--- src/rtl/phy_link_monitor_if.sv ---
// phy_link_monitor_if
// Management request/response bundle between phy_link_monitor (master) and
// phy_mdio (slave).
//   m_mdio_pa  PHY address            (master -> slave)
//   m_mdio_ra  register address       (master -> slave)
//   m_mdio_d   write data             (master -> slave)
//   m_mdio_rd  1 = read, 0 = write    (master -> slave)
//   m_mdio_dv  request valid          (master -> slave)
//   m_mdio_dr  slave ready / idle     (slave -> master)
//   s_mdio_d   read data              (slave -> master)
//   s_mdio_dv  read data valid pulse  (slave -> master)
interface phy_link_monitor_if;
    logic [4:0]  m_mdio_pa;
    logic [4:0]  m_mdio_ra;
    logic [15:0] m_mdio_d;
    logic        m_mdio_rd;
    logic        m_mdio_dv;
    logic        m_mdio_dr;
    logic [15:0] s_mdio_d;
    logic        s_mdio_dv;

    modport master (
        output m_mdio_pa, m_mdio_ra, m_mdio_d, m_mdio_rd, m_mdio_dv,
        input  m_mdio_dr, s_mdio_d, s_mdio_dv
    );

    modport slave (
        input  m_mdio_pa, m_mdio_ra, m_mdio_d, m_mdio_rd, m_mdio_dv,
        output m_mdio_dr, s_mdio_d, s_mdio_dv
    );
endinterface

--- src/rtl/phy_link_monitor.sv ---
// phy_link_monitor
// Soft-resets one PHY through BMCR, waits for the reset bit to self-clear,
// then polls BMSR as a read pair every POLL_INTERVAL cycles and exports the
// link state.
//   clk          system clock
//   rst          asynchronous reset, active high
//   mdio         request/response port towards phy_mdio (master modport)
//   init_done    BMCR reset completed, polling active
//   init_err     BMCR reset bit never cleared; sticky until reset
//   link_up      BMSR bit 2 from the second read of the latest poll
//   link_change  one-cycle pulse when link_up toggles
//   bmsr         last BMSR value (second read of the pair)
//
// state        | meaning
// -------------+------------------------------------------------------
// ST_STARTUP   | post-reset delay before the first transaction
// ST_WR_BMCR   | write INIT_BMCR to reg 0
// ST_RD_BMCR   | read reg 0 until the soft-reset bit clears
// ST_RD_BMSR1  | read reg 1 and discard (clears latched-low link bit)
// ST_RD_BMSR2  | read reg 1 and publish the result
// ST_WAIT      | idle until the poll interval expires
// ST_ERROR     | soft reset never completed; no further requests
module phy_link_monitor #(
    parameter logic [4:0]  PHY_ADDR      = 5'd1,
    parameter logic [15:0] INIT_BMCR     = 16'h9140,
    parameter int unsigned STARTUP_DELAY = 1000,
    parameter int unsigned RESET_POLLS   = 16,
    parameter int unsigned POLL_INTERVAL = 1000000
) (
    input  logic                      clk,
    input  logic                      rst,
    phy_link_monitor_if.master        mdio,
    output logic                      init_done,
    output logic                      init_err,
    output logic                      link_up,
    output logic                      link_change,
    output logic [15:0]               bmsr
);
    localparam int unsigned TMR_MAX = (STARTUP_DELAY > POLL_INTERVAL) ? STARTUP_DELAY : POLL_INTERVAL;
    localparam int TW = $clog2(TMR_MAX + 1);
    localparam int PW = $clog2(RESET_POLLS + 1);
    localparam logic [TW-1:0] STARTUP_TC = TW'(STARTUP_DELAY - 1);
    localparam logic [TW-1:0] POLL_TC    = TW'(POLL_INTERVAL - 1);
    localparam logic [PW-1:0] POLLS_TC   = PW'(RESET_POLLS - 1);

    typedef enum logic [2:0] {
        ST_STARTUP, ST_WR_BMCR, ST_RD_BMCR, ST_RD_BMSR1, ST_RD_BMSR2, ST_WAIT, ST_ERROR
    } state_t;

    state_t        state_q;
    logic [TW-1:0] tmr_q;
    logic [PW-1:0] pc_q;
    logic          dv_q;
    logic          pend_q;
    logic [4:0]    ra_q;
    logic [15:0]   d_q;
    logic          rd_q;
    logic          init_done_q;
    logic          init_err_q;
    logic          link_up_q;
    logic          link_change_q;
    logic [15:0]   bmsr_q;

    logic          req_active;
    logic          req_rd;
    logic [4:0]    req_ra;
    logic          xfer_done;
    logic [TW-1:0] tmr_inc;

    always_comb begin
        req_active = 1'b0;
        req_rd     = 1'b1;
        req_ra     = 5'd0;
        case (state_q)
            ST_WR_BMCR:  begin req_active = 1'b1; req_rd = 1'b0; end
            ST_RD_BMCR:  req_active = 1'b1;
            ST_RD_BMSR1,
            ST_RD_BMSR2: begin req_active = 1'b1; req_ra = 5'd1; end
            default:     ;
        endcase
    end

    // Writes finish when phy_mdio goes idle again; reads finish on the data
    // pulse, so stray s_mdio_dv outside an accepted read is ignored.
    assign xfer_done = pend_q && (rd_q ? mdio.s_mdio_dv : mdio.m_mdio_dr);
    // The timer saturates so a stalled poll can never alias into a short one.
    assign tmr_inc   = (&tmr_q) ? tmr_q : tmr_q + TW'(1);

    always_ff @(posedge clk or posedge rst) begin
        if (rst) begin
            state_q       <= ST_STARTUP;
            tmr_q         <= '0;
            pc_q          <= '0;
            dv_q          <= 1'b0;
            pend_q        <= 1'b0;
            ra_q          <= 5'd0;
            d_q           <= 16'd0;
            rd_q          <= 1'b0;
            init_done_q   <= 1'b0;
            init_err_q    <= 1'b0;
            link_up_q     <= 1'b0;
            link_change_q <= 1'b0;
            bmsr_q        <= 16'd0;
        end else begin
            tmr_q         <= tmr_inc;
            link_change_q <= 1'b0;

            if (dv_q) begin
                if (!mdio.m_mdio_dr) begin
                    dv_q   <= 1'b0;
                    pend_q <= 1'b1;
                end
            end else if (!pend_q && req_active && mdio.m_mdio_dr) begin
                dv_q <= 1'b1;
                ra_q <= req_ra;
                rd_q <= req_rd;
                d_q  <= req_rd ? 16'd0 : INIT_BMCR;
            end
            if (xfer_done) begin
                pend_q <= 1'b0;
            end

            case (state_q)
                ST_STARTUP: begin
                    if (tmr_q == STARTUP_TC) begin
                        state_q <= ST_WR_BMCR;
                    end
                end
                ST_WR_BMCR: begin
                    if (xfer_done) begin
                        state_q <= ST_RD_BMCR;
                    end
                end
                ST_RD_BMCR: begin
                    if (xfer_done) begin
                        pc_q <= pc_q + PW'(1);
                        if (!mdio.s_mdio_d[15]) begin
                            init_done_q <= 1'b1;
                            tmr_q       <= '0;
                            state_q     <= ST_RD_BMSR1;
                        end else if (pc_q == POLLS_TC) begin
                            init_err_q <= 1'b1;
                            state_q    <= ST_ERROR;
                        end
                    end
                end
                ST_RD_BMSR1: begin
                    if (xfer_done) begin
                        state_q <= ST_RD_BMSR2;
                    end
                end
                ST_RD_BMSR2: begin
                    if (xfer_done) begin
                        bmsr_q        <= mdio.s_mdio_d;
                        link_up_q     <= mdio.s_mdio_d[2];
                        link_change_q <= mdio.s_mdio_d[2] ^ link_up_q;
                        // Interval measured from the start of RD_BMSR1; an
                        // overlong poll restarts immediately.
                        if (tmr_q >= POLL_TC) begin
                            tmr_q   <= '0;
                            state_q <= ST_RD_BMSR1;
                        end else begin
                            state_q <= ST_WAIT;
                        end
                    end
                end
                ST_WAIT: begin
                    if (tmr_q >= POLL_TC) begin
                        tmr_q   <= '0;
                        state_q <= ST_RD_BMSR1;
                    end
                end
                default: ;
            endcase
        end
    end

    assign mdio.m_mdio_pa = PHY_ADDR;
    assign mdio.m_mdio_ra = ra_q;
    assign mdio.m_mdio_d  = d_q;
    assign mdio.m_mdio_rd = rd_q;
    assign mdio.m_mdio_dv = dv_q;
    assign init_done      = init_done_q;
    assign init_err       = init_err_q;
    assign link_up        = link_up_q;
    assign link_change    = link_change_q;
    assign bmsr           = bmsr_q;
endmodule

--- src/flat_wrapper.sv ---
// flat-port wrapper written by rule: the top's interface ports become plain ports
module phy_link_monitor_flat 
#(
    parameter logic [4:0]  PHY_ADDR      = 5'd1,
    parameter logic [15:0] INIT_BMCR     = 16'h9140,
    parameter int unsigned STARTUP_DELAY = 1000,
    parameter int unsigned RESET_POLLS   = 16,
    parameter int unsigned POLL_INTERVAL = 1000000
)
  (clk, rst, init_done, init_err, link_up, link_change, bmsr, mdio_m_mdio_pa, mdio_m_mdio_ra, mdio_m_mdio_d, mdio_m_mdio_rd, mdio_m_mdio_dv, mdio_m_mdio_dr, mdio_s_mdio_d, mdio_s_mdio_dv);
  phy_link_monitor_if mdio_i ();
  input  logic clk;
  input  logic rst;
  output logic init_done;
  output logic init_err;
  output logic link_up;
  output logic link_change;
  output logic [15:0] bmsr;
  output wire logic [$bits(mdio_i.m_mdio_pa)-1:0] mdio_m_mdio_pa;
  output wire logic [$bits(mdio_i.m_mdio_ra)-1:0] mdio_m_mdio_ra;
  output wire logic [$bits(mdio_i.m_mdio_d)-1:0] mdio_m_mdio_d;
  output wire logic [$bits(mdio_i.m_mdio_rd)-1:0] mdio_m_mdio_rd;
  output wire logic [$bits(mdio_i.m_mdio_dv)-1:0] mdio_m_mdio_dv;
  input wire logic [$bits(mdio_i.m_mdio_dr)-1:0] mdio_m_mdio_dr;
  input wire logic [$bits(mdio_i.s_mdio_d)-1:0] mdio_s_mdio_d;
  input wire logic [$bits(mdio_i.s_mdio_dv)-1:0] mdio_s_mdio_dv;
  assign mdio_m_mdio_pa = mdio_i.m_mdio_pa;
  assign mdio_m_mdio_ra = mdio_i.m_mdio_ra;
  assign mdio_m_mdio_d = mdio_i.m_mdio_d;
  assign mdio_m_mdio_rd = mdio_i.m_mdio_rd;
  assign mdio_m_mdio_dv = mdio_i.m_mdio_dv;
  assign mdio_i.m_mdio_dr = mdio_m_mdio_dr;
  assign mdio_i.s_mdio_d = mdio_s_mdio_d;
  assign mdio_i.s_mdio_dv = mdio_s_mdio_dv;
  phy_link_monitor #(.PHY_ADDR(PHY_ADDR), .INIT_BMCR(INIT_BMCR), .STARTUP_DELAY(STARTUP_DELAY), .RESET_POLLS(RESET_POLLS), .POLL_INTERVAL(POLL_INTERVAL)) u_core (.clk(clk), .rst(rst), .mdio(mdio_i), .init_done(init_done), .init_err(init_err), .link_up(link_up), .link_change(link_change), .bmsr(bmsr));
endmodule
--- config.mk ---
export PLATFORM = sky130hd
export DESIGN_NAME = phy_link_monitor_flat
export DESIGN_NICKNAME = d
export VERILOG_FILES = /design/src/rtl/phy_link_monitor_if.sv /design/src/rtl/phy_link_monitor.sv /design/src/flat_wrapper.sv
export SDC_FILE = /design/constraint.sdc
export NUM_CORES = 1
export LEC_CHECK = 0
export ABC_AREA = 1
export ABC_CLOCK_PERIOD_IN_PS = 1800
export BUFFER_PORTS_ARGS = -buffer_cell sky130_fd_sc_hd__buf_4
export CORE_MARGIN = 4
export CORE_UTILIZATION = 45
export DETAILED_ROUTE_END_ITERATION = 6
export HOLD_SLACK_MARGIN = 0.02
export PLACE_DENSITY_LB_ADDON = 0.12
export SETUP_SLACK_MARGIN = 0.05
export SLEW_MARGIN = 20
export SYNTH_ARGS = -nofsm -noshare
export SYNTH_HDL_FRONTEND = slang
export SYNTH_SLANG_ARGS = --single-unit
--- constraint.sdc ---
create_clock -name clk -period 1.8 [get_ports clk]
set_input_delay 0.36 -clock clk [delete_from_list [all_inputs] [get_ports clk]]
set_output_delay 0.36 -clock clk [all_outputs]
set_load 0.02 [all_outputs]
== Word level (Yosys, flattened, before mapping) ==
Cells that the tools add are included.

* Word-level logic and storage cells: 80
* Output and inout port bits: 48
* Input port bits: 20
* Register bits after elaboration: 72

* $add $sub $neg: 2
* Equal/unequal tests: 15
* Order comparisons: 1
* Mux-type cells: 29
* Bitwise gates (word level): 3
* Reductions and logical operators: 17

{| class="wikitable"
|+ Operator list
! kind !! count
|-
| 20-bit two-way mux || 5
|-
| 20-bit case mux with 3 select lines || 1
|-
| 3-bit two-way mux || 9
|-
| 20-bit by 1-bit adder with 20-bit output, second input constant || 1
|-
| 20-bit by 10-bit equality test with 1-bit output, second input constant || 1
|-
| 20-bit >= comparator, second input constant || 1
|-
| 20-bit AND reduction || 1
|-
| 3-bit case mux with 6 select lines || 1
|-
| 16-bit two-way mux || 1
|-
| 2-bit by 1-bit != test with 1-bit output, second input constant || 7
|-
| 1-bit two-way mux || 12
|-
| 2-bit AND reduction || 4
|-
| 8-bit AND reduction || 1
|-
| 3-bit by 2-bit equality test with 1-bit output, second input constant || 2
|-
| 3-bit equality test, second input constant || 2
|-
| 6-bit nonzero test || 1
|-
| 5-bit by 1-bit adder with 5-bit output, second input constant || 1
|-
| 5-bit by 4-bit equality test with 1-bit output, second input constant || 1
|-
| 4-bit AND reduction || 1
|-
| 4-bit OR reduction || 1
|-
| 3-bit by 1-bit equality test with 1-bit output, second input constant || 1
|-
| 1-bit logical AND || 3
|-
| 3-bit zero test || 1
|-
| 3-bit by 2-bit != test with 1-bit output, second input constant || 1
|-
| 6 further kinds || 7
|}

== Longest topological paths before layout ==
* Depth in word-level cells: 7
* Depth in mapped cells: 12
* Gate-level depth less buffers: 12

== Least setup slack after synthesis ==
OpenSTA, ideal clock, no wires.

* Path type: flip-flop to flip-flop
* From: reg u_core.tmr_q[0]
* To: reg u_core.tmr_q[0]
* Cell stages (with the launch flop): 12
* Period minus slack after synthesis: 1.605 ns
* Buffers on the path: 0
* Library setup time: 0.112 ns
* Arrival time: 1.494 ns
* Required time: 1.688 ns
* Slack: 0.195 ns
* Cells stage by stage: dfrtp_1 -> ha_1 -> nand2_1 -> nor2_4 -> nand2_2 -> inv_2 -> nand2_2 -> nor2_4 -> inv_2 -> or2_0 -> nand3_2 -> inv_2

* Longest elaborated chain between the ends: 5
* Elaborated cells on any way between the ends: 9

{| class="wikitable"
|+ Ends and longest elaborated chain
! item !! RTL line !! text
|-
| start: declaration || phy_link_monitor.sv:51 || <nowiki>logic [TW-1:0] tmr_q;</nowiki>
|-
| start signal: assignment || phy_link_monitor.sv:105 || <nowiki>tmr_q <= tmr_inc;</nowiki>
|-
| 20-bit by 1-bit adder with 20-bit output or 20-bit AND reduction (tied branches) || phy_link_monitor.sv:87 || <nowiki>assign tmr_inc = (&tmr_q) ? tmr_q : tmr_q + TW'(1);</nowiki>
|-
| 20-bit two-way mux || phy_link_monitor.sv:87 ||
|-
| 20-bit two-way mux, on equally long branches || phy_link_monitor.sv:159, phy_link_monitor.sv:168, phy_link_monitor.sv:137 ||
|-
| 20-bit two-way mux, on equally long branches || phy_link_monitor.sv:153, phy_link_monitor.sv:135 ||
|-
| 20-bit case mux with 3 select lines * || phy_link_monitor.sv:123 || <nowiki>case (state_q)</nowiki>
|}

Mark *: on every way between the ends. The rest lies on a longest branch, timed or not.
A chain may end at the register's enable or synchronous reset.

== Worst setup path after layout ==
* From: reg u_core.tmr_q[1]
* To: reg u_core.tmr_q[18]

Same word-level chain as after synthesis.

==> run_results.csv <==
group,metric,value,unit
synth,synth_compound_area_frac,0.03654,
final_layout,stdcell_count,545,
pwr,p_seq_frac,0.592,
clocking,cts_tree,"built",
die,start_util,0.4637,
pwr,peakVddDrop,337.0,uV
synth,synthSimpleGateAreaFrac,0.3006,
synth,synth-xor-area-share,0.03058,
global_routing,grt_max_degree,53,
synth,synth_area_leaders,"dfrtp_1 41%, nand2_1 10%, buf_4 6.0%, mux2_2 5.4%, inv_1 5.2%",
die,die_area,8403,um^2
clocking,cts.root.buffer_cell,"clkbuf_8",
detailed_routing,viasPerCell,4.705,
global_routing,grt_overflow,0,
clocking,clk_pin_slew_worst_paths,0.10,ns
global_routing,grt_pass1_wl,11.22,mm
pwr,internal-power,1.485,mW
worst_setup_path,start_kind,"register",
global_routing,antenna_found_initial,0,
synth,yosysTopAreaCellShare,0.4130,
pwr,p_comb_frac,0.057,
detailed_routing,dr.pass1.iters,4,
clocking,cts.sinks,52,
clocking,clk_path_buf_depth,2,
timing,fin_skew,0.003916,ns
die,die_height,91.67,um
timing,setup_violations,0,
placement,placedCellCount,521,
pwr,p_per_area,521.0,nW/um^2
final_layout,postLayoutCoreUtil,0.5593,
timing,timing.hold.ws,0.08470,ns
final_layout,fin_nets,474,
synth,synthesis.area,3151,um^2
pwr,leakagePower,2.108,nW
timing,tns,0,ns
global_routing,track_usage,0.1639,
synth,yosys.area.top_type,"dfrtp_1",
timing,fmax,0.5837,GHz
worst_setup_path,critical_path_class,"register to register",
die,ios,68,
hold_path,min_path_type,"primary input to asynchronous set/reset pin",
placement,hpwl,4.904,mm
detailed_routing,ant_nets,0,
placement,portBuffers,46,
worst_setup_path,critPathSlowestCell,"dfrtp_1",
synth,syn_avg_cell_area,8.204,um^2
clocking,cts_buffers,5,
die,die-width,91.67,um
pwr,power.clock.fraction,0.351,
synth,synth_seq_cells,52,
final_layout,drive_above_1_share,0.3497,
job,cap_violations,0,
final_layout,antenna_cells,0,
final_layout,area_growth,20.61,%
worst_setup_path,critPathMaxFanout,10,
clocking,cts_hold_buffers,0,
worst_setup_path,cp.buffers_inverters,3,
worst_setup_path,cp_cell_sequence,"ha_2 > nand2_2 > nor2_4 > buf_4 > nand3_2 > nand3_2 > nand3_4 > buf_12 > nand3_1 > inv_1",
status,status,"complete, no violations",
pwr,p_switching,495.1,uW
worst_setup_path,endpoint_kind,"register",
worst_setup_path,crit_family,"simple AND/OR/NAND/NOR gates",
synth,synth_warnings,0,
worst_setup_path,critPathArrivalTime,1.93,ns
worst_setup_path,slowest_delay,0.39,ns
synth,muxShareOfSynthArea,0.05361,
die,core_area,6794,um^2
die,rows,30,
final_layout,nFillCells,641,
global_routing,grt_pass1_vias,2427,
worst_setup_path,crit_top_cell,"nand3_2",
timing,slew_viol_final,0,
detailed_routing,drt_iter0_markers,162,
clocking,cts_htree_levels,2,
detailed_routing,drc,0,
placement,finalWeightedCongestion,0.8891,
pwr,switching_share,0.2501,
detailed_routing,finalWirelength,6.892,mm
detailed_routing,avgRoutedWirePerCell,12.65,um
synth,synth_top_family_by_area,"simple AND/OR/NAND/NOR gates",
clocking,clock_latency,0.31,ns
synth,yosysSeqAreaShare,0.4130,
detailed_routing,num_vias,2564,
timing,timing.final.crit_share,0.9517,
worst_setup_path,worstPathRequired,2.02,ns
timing,hold_violations,0,
timing,rsz0062_at_grt,"yes",
synth,synthCells,384,
synth,ys_types,30,
timing,min_period,1.713,ns
synth,synth_fa_ha_area_frac,0.02383,
[cell usage in the layout, fill, tap and decap left out, types with 11 or more instances in the layout]
cell type,n
mux2_2,15
nand2_1,81
inv_1,42
o21ai_0,11
conb_1,21
nand3_1,16
inv_2,16
buf_4,62
dfrtp_1,47
nor2_1,35
[area by class of cell]
class                      count  area, um^2  share of cell area
tap                           96       120.1             0.03161
clock buffer                   5       68.82             0.01811
multi-input combinational    265        1521              0.4004
clock inverter                 3       22.52            0.005927
timing repair buffer          66       541.8              0.1426
inverter                      58       217.7             0.05729
sequential                    52        1308              0.3441
[stage by stage]
stage               setup WS (ns)  instance area [um^2]  power [mW]
detailed placement        0.05818                  3521       1.311
floorplan                  0.1821                  3222       1.297
finish                    0.08686                  3800       1.980
global route             0.007194                  3800       2.080
global placement           0.1006                  3521       1.310
CTS                       0.05582                  3627       2.018
[flip-flops by register name, indices dropped and copies added, names as in the netlist]
signal / flops
u_core.mdio.m_mdio_rd: 1
u_core.init_err: 1
u_core.init_done: 1
u_core.state_q: 3
u_core.mdio.m_mdio_ra: 1
u_core.bmsr: 16
u_core.pend_q: 1
u_core.mdio.m_mdio_d: 1
u_core.link_change: 1
u_core.pc_q: 5
u_core.mdio.m_mdio_dv: 1
u_core.tmr_q: 20
[power groups by stage]
stage | logic, mW | clock network (mW) | registers (mW)
floorplan | 0.102 | 0 | 1.20
global placement | 0.114 | 0 | 1.20
detailed placement | 0.116 | 0 | 1.20
CTS | 0.115 | 0.730 | 1.17
global route | 0.127 | 0.780 | 1.17
finish | 0.114 | 0.694 | 1.17
[layer usage]
metal	routed length, um	GRT usage	part of all wire
met3	331	0.03445	0.048
met5	0	0	0
met2	3496	0.2842	0.51
met1	2957	0.2049	0.43
met4	106	0.04774	0.015
[what timing repair did]
item	CTS	global route
resized for setup	0	19
setup buffers	2	12
pin swaps	0	8
cloned	0	2
setup endpoints to repair	3	23
[tightest hold or removal path: cells and delay by family]
family	cells	cell delay, ns
buffers and inverters	3	0.43
[final timing paths]
check,from,to,slack [ns],cells past startpoint
setup reg to reg,u_core.tmr_q[1],u_core.tmr_q[18],0.09,10
max in group asynchronous,rst,u_core.tmr_q[13],1.48,3
min in group clk,mdio_s_mdio_d[0],u_core.bmsr[0],0.27,2
setup / recovery,u_core.tmr_q[1],u_core.tmr_q[18],0.09,10
hold / removal,rst,u_core.tmr_q[0],0.08,3
hold reg to reg,u_core.pc_q[3],u_core.pc_q[3],0.49,1
[cell families (layout without fill, tap and decap cells)]
family	after synthesis	count (layout)
multiplexers	15	15
AO/OA/AOI/OAI	20	20
AND/OR/NAND/NOR	192	192
buffers and inverters	86	132
other	2	21
adder cells (fa/ha/maj)	6	6
XOR/XNOR	11	11
flip-flops	52	52
[synthesized netlist by cell type (all sizes together)]
master   n
xor2     5
buf     28
mux2    15
xnor2    6
and3     1
a21oi    3
a31o     1
ha       6
or2      5
nand4    8
inv     58
conb     2
nor2    50
nand3   27
nand2   92
o21ai   16
nor3     6
nand3b   3
dfrtp   52
Note: power is estimated with default switching activity, not from simulation.
